**src/rtl/serial_pattern_scheduler.sv**
```systemverilog
// Accepts a word, scans it MSB-first through a PW-bit window one bit per clock, and pulses hit and counts matches.
// Define OVERLAP_EN to keep the window after a match so that overlapping matches are also counted.
module serial_pattern_scheduler #(
    parameter int              DW      = 16,
    parameter int              PW      = 4,
    parameter int              CW      = 8,
    parameter logic [PW-1:0]   RST_PAT = 4'b1010
) (
    input  logic          clk_i,
    input  logic          rst_ni,
    input  logic          cfg_we_i,
    input  logic [PW-1:0] cfg_pat_i,
    input  logic          in_valid_i,
    output logic          in_ready_o,
    input  logic [DW-1:0] in_data_i,
    output logic          ser_bit_o,
    output logic          hit_o,
    output logic          done_o,
    output logic [CW-1:0] match_cnt_o,
    output logic          busy_o
);
    localparam int FW = $clog2(PW + 1);
    localparam int IW = (DW > 1) ? $clog2(DW) : 1;

    typedef enum logic [1:0] {IDLE, SHIFT, DONE} state_e;

    state_e        state_q;
    logic [DW-1:0] sh_q;
    logic [PW-1:0] win_q;
    logic [PW-1:0] pat_q;
    logic [FW-1:0] fill_q;
    logic [IW-1:0] idx_q;
    logic [CW-1:0] cnt_q;
    logic          ser_q;
    logic          hit_q;
    logic          done_q;

    logic [PW-1:0] win_d;
    logic [FW-1:0] fill_d;
    logic          match_d;
    logic          accept;

    // Ready depends on state only; forced low while reset is held.
    assign in_ready_o  = rst_ni && (state_q == IDLE);
    assign accept      = in_valid_i && in_ready_o;
    assign busy_o      = (state_q != IDLE);
    assign ser_bit_o   = ser_q;
    assign hit_o       = hit_q;
    assign done_o      = done_q;
    assign match_cnt_o = cnt_q;

    always_comb begin
        win_d   = {win_q[PW-2:0], sh_q[DW-1]};
        fill_d  = (fill_q == FW'(PW)) ? fill_q : fill_q + 1'b1;
        match_d = (state_q == SHIFT) && (win_d == pat_q) && (fill_d == FW'(PW));
    end

    always_ff @(posedge clk_i or negedge rst_ni) begin
        if (!rst_ni) begin
            state_q <= IDLE;
            sh_q    <= '0;
            win_q   <= '0;
            pat_q   <= RST_PAT;
            fill_q  <= '0;
            idx_q   <= '0;
            cnt_q   <= '0;
            ser_q   <= 1'b0;
            hit_q   <= 1'b0;
            done_q  <= 1'b0;
        end else begin
            hit_q  <= 1'b0;
            done_q <= 1'b0;
            case (state_q)
                IDLE: begin
                    if (cfg_we_i) pat_q <= cfg_pat_i;
                    if (accept) begin
                        sh_q    <= in_data_i;
                        win_q   <= '0;
                        fill_q  <= '0;
                        idx_q   <= '0;
                        cnt_q   <= '0;
                        state_q <= SHIFT;
                    end
                end
                SHIFT: begin
                    sh_q  <= {sh_q[DW-2:0], 1'b0};
                    win_q <= win_d;
                    ser_q <= sh_q[DW-1];
                    idx_q <= idx_q + 1'b1;
                    hit_q <= match_d;
`ifdef OVERLAP_EN
                    fill_q <= fill_d;
`else
                    // A match consumes the window; the next one needs PW fresh bits.
                    fill_q <= match_d ? '0 : fill_d;
`endif
                    if (match_d && (cnt_q != '1)) cnt_q <= cnt_q + 1'b1;
                    if (idx_q == IW'(DW - 1)) begin
                        state_q <= DONE;
                        done_q  <= 1'b1;
                    end
                end
                DONE:    state_q <= IDLE;
                default: state_q <= IDLE;
            endcase
        end
    end
endmodule

```
**config.mk**
```make
export PLATFORM = sky130hd
export DESIGN_NAME = serial_pattern_scheduler
export DESIGN_NICKNAME = d
export VERILOG_FILES = /design/src/rtl/serial_pattern_scheduler.sv
export SDC_FILE = /design/constraint.sdc
export NUM_CORES = 1
export LEC_CHECK = 0
export CORE_MARGIN = 4
export CORE_UTILIZATION = 41
export DETAILED_ROUTE_END_ITERATION = 10
export SLEW_MARGIN = 5
export SYNTH_ARGS = -nofsm -noshare
export SYNTH_HDL_FRONTEND = slang
export SYNTH_SLANG_ARGS = --single-unit
```
**constraint.sdc**
```tcl
create_clock -name clk_i -period 5.8 [get_ports clk_i]
set_clock_uncertainty 0.15 [all_clocks]
set_input_delay 0.58 -clock clk_i [delete_from_list [all_inputs] [get_ports clk_i]]
set_output_delay 0.58 -clock clk_i [all_outputs]
set_load 0.005 [all_outputs]
```
==> results.yml <==
timing:
  maxSlewHeadroom: 0.449
  fin_setup_tns_ns: 0
  final_hold_viol_count: 0
  tightestPinTransition_ns: 0.825
  setup_viol: 0
  rsz0062_at_grt: "no"
  max_freq_mhz: 387
  final_max_slew_viol_count: 0
  min_period_ns: 2.59
  timing.final.ws_setup_ns: 3.21
  period_share: 0.446
global_route:
  antenna_found_initial: 0
  grt_max_degree: 46
  overflow: 0
  grt_pass1_vias: 1597
  grtUsageTotal: 0.145
  grt_pass1_wl_mm: 7.09
placed_design:
  dp_hpwl_mm: 2.83
  place_ws_ns: 2.94
  io_buffers: 36
  dp.cells: 312
  gp_congestion: 0.808
detailed_routing:
  viasPerCell: 5.12
  dr.pass1.iters: 4
  via_count: 1639
  drc: 0
  ant_nets: 0
  wire_per_inst_um: 13.2
  drt_iter0_drc: 82
  wl_mm: 4.21
floorplan:
  initial_core_util: 0.430
  io_pins: 37
  chipWidth_um: 79.1
  die_h_um: 79.1
  num_rows: 25
  coreArea_sq_um: 4820
  die-area_sq_um: 6250
critical_path:
  cp-end-kind: "primary output"
  r2r-start: "fill_q[0]"
  crit_fanout: 45
  r2r_setup_slack_ns: 3.35
  startpoint: "rst_ni"
  start_kind: "input pin"
  arrival_ns: 1.86
  worstSetupEndpoint: "in_ready_o"
  rr_endpoint: "match_cnt_o[6]"
  rr_worst_depth: 7
  cp.required_ns: 5.07
  criticalPathCategory: "in2out"
synth:
  muxShareOfSynthArea: 0.0218
  synth_edf_count: 0
  syn-cell-area_sq_um: 2070
  synth_most_common_cell: "nand2_1"
  async_flop_share: 1.00
  synth_nets: 248
  synth_top_cell_by_area: "dfrtp_1"
  yosysUniqueCellTypes: 41
  synth_seq_cells: 43
  synthTopCellsByArea: "dfrtp_1 (50%), nand2_1 (9.1%), a31oi_1 (4.8%)"
  synth_top_cells_by_count: "nand2_1 (50), dfrtp_1 (41), nor2_1 (21), a31oi_1 (16), o21ai_0 (10)"
  avgSynthCellArea_sq_um: 9.41
  synth_compound_area_frac: 0.154
  ys_seq_area_frac: 0.521
  yosys_most_used_dff: "dfrtp_1"
  synth_top_family_by_area: "simple AND/OR/NAND/NOR gates"
  yosysWarnings: 0
  synth-adder-area-share: 0.0242
  synthXorXnorAreaFrac: 0.0254
  yosys.area_share.simple: 0.218
  netlist.area_leader.share: 0.495
  synth_cells: 220
clock_tree:
  cts-root-buf: "clkbuf_8"
  ctsResizeCount: 0
  tritoncts: "done"
  clk_pin_slew_ns: 0.08
  cts_hold_buffers: 0
  clock_sinks: 43
  post_cts_buffers: 0
  htree_levels: 2
  numCtsBuffers: 5
  clock_path_buffers: 2
  clk-insertion-delay-late_ns: 0.29
cells_and_area:
  area_delta_synth_final_pct: 23.9
  diodes: 0
  final_net_count: 280
  layoutNonFillerInstCount: 320
  drive_above_1_share: 0.0791
job:
  max_cap_violations: 0
min_path:
  min_path_type: "in2async"
power_and_ir_drop:
  peakVddDrop_mv: 0.211
  leakage_nw: 1.08
  cellPowerDensity_nw_per_um2: 482
  power_mw: 1.24
run_status:
  outcome: "completed"
## through the flow
| stage | hold slack (ns) | util | cell area [sq um] |
|---|---|---|---|
| final | 0.209 | 0.532 | 2560 |
| after global routing | 0.245 | 0.532 | 2560 |
| after CTS | 0.223 | 0.532 | 2560 |
| after detailed placement | 0.334 | 0.512 | 2460 |
| after global placement | 0.342 | 0.512 | 2460 |
| after floorplan | 0.134 | - | 2070 |
## area by class of cell
class	instances	area (sq um)
sequential	43	1080
clock buffer	8	100
tap	67	83.8
multi-input combinational	160	917
timing repair buffer	38	370
inverter	4	15.0
fill	468	2250
## where the power goes
part | internal [mW] | total (mW) | switching [mW]
sequential | 0.431 | 0.528 | 0.0974
combinational | 0.236 | 0.501 | 0.266
clock | 0.109 | 0.206 | 0.0975
total | 0.775 | 1.24 | 0.461
## logic make-up after synthesis
| kind of cell | after synthesis |
|---|---|
| flops | 43 |
| compound gates | 48 |
| buf+inv | 17 |
| xor+xnor | 6 |
| fa+ha+maj | 4 |
| simple gates | 98 |
| mux | 4 |
## critical path, stage by stage
cell and delay, ns:
buf_2 0.07, buf_4 0.46, and2_1 0.23, clkdlybuf4s50_1 0.51
## worst min-delay path by stage
stage	slack [ns]	depth (start not counted)	to
floorplan	0.13	0	done_o
global placement	0.34	1	idx_q[2]
detailed placement	0.33	2	ser_bit_o
CTS	0.22	2	match_cnt_o[7]
global route	0.24	2	match_cnt_o[3]
finish	0.21	2	match_cnt_o[7]
## cell usage in the layout (no fill, tap or decap), types with 2 or more instances in the layout
master and n:
a21oi_1 2, a22o_1 2, a31oi_1 16, and2_1 4
and3_1 3, buf_4 2, clkbuf_8 7, clkdlybuf4s50_1 35
dfrtp_1 41, dfstp_2 2, ha_1 4, inv_1 4
mux2_2 4, nand2_1 50, nand3_1 5, nand4_1 2
nor2_1 21, nor4_1 2, o211ai_1 3, o21ai_0 10
o21ai_1 2, o311ai_0 4, o31ai_1 4, xnor2_1 2
xor2_1 4
## registers in the layout, indices dropped and copies added, names as in the netlist, 2 cells and up
name	count
pat_q	4
state_q	2
sh_q	16
fill_q	3
idx_q	4
match_cnt_o	8
win_q	3
## metal layers
| layer | track usage | share of wire | up-vias |
|---|---|---|---|
| met5 | 0 | 0 | - |
| met4 | 0.0481 | 0.0074 | 0 |
| met3 | 0.0488 | 0.056 | 2 |
| met2 | 0.225 | 0.46 | 43 |
| met1 | 0.191 | 0.47 | 765 |
| li1 | - | - | 829 |
Note: power is estimated with default switching activity, not from simulation.
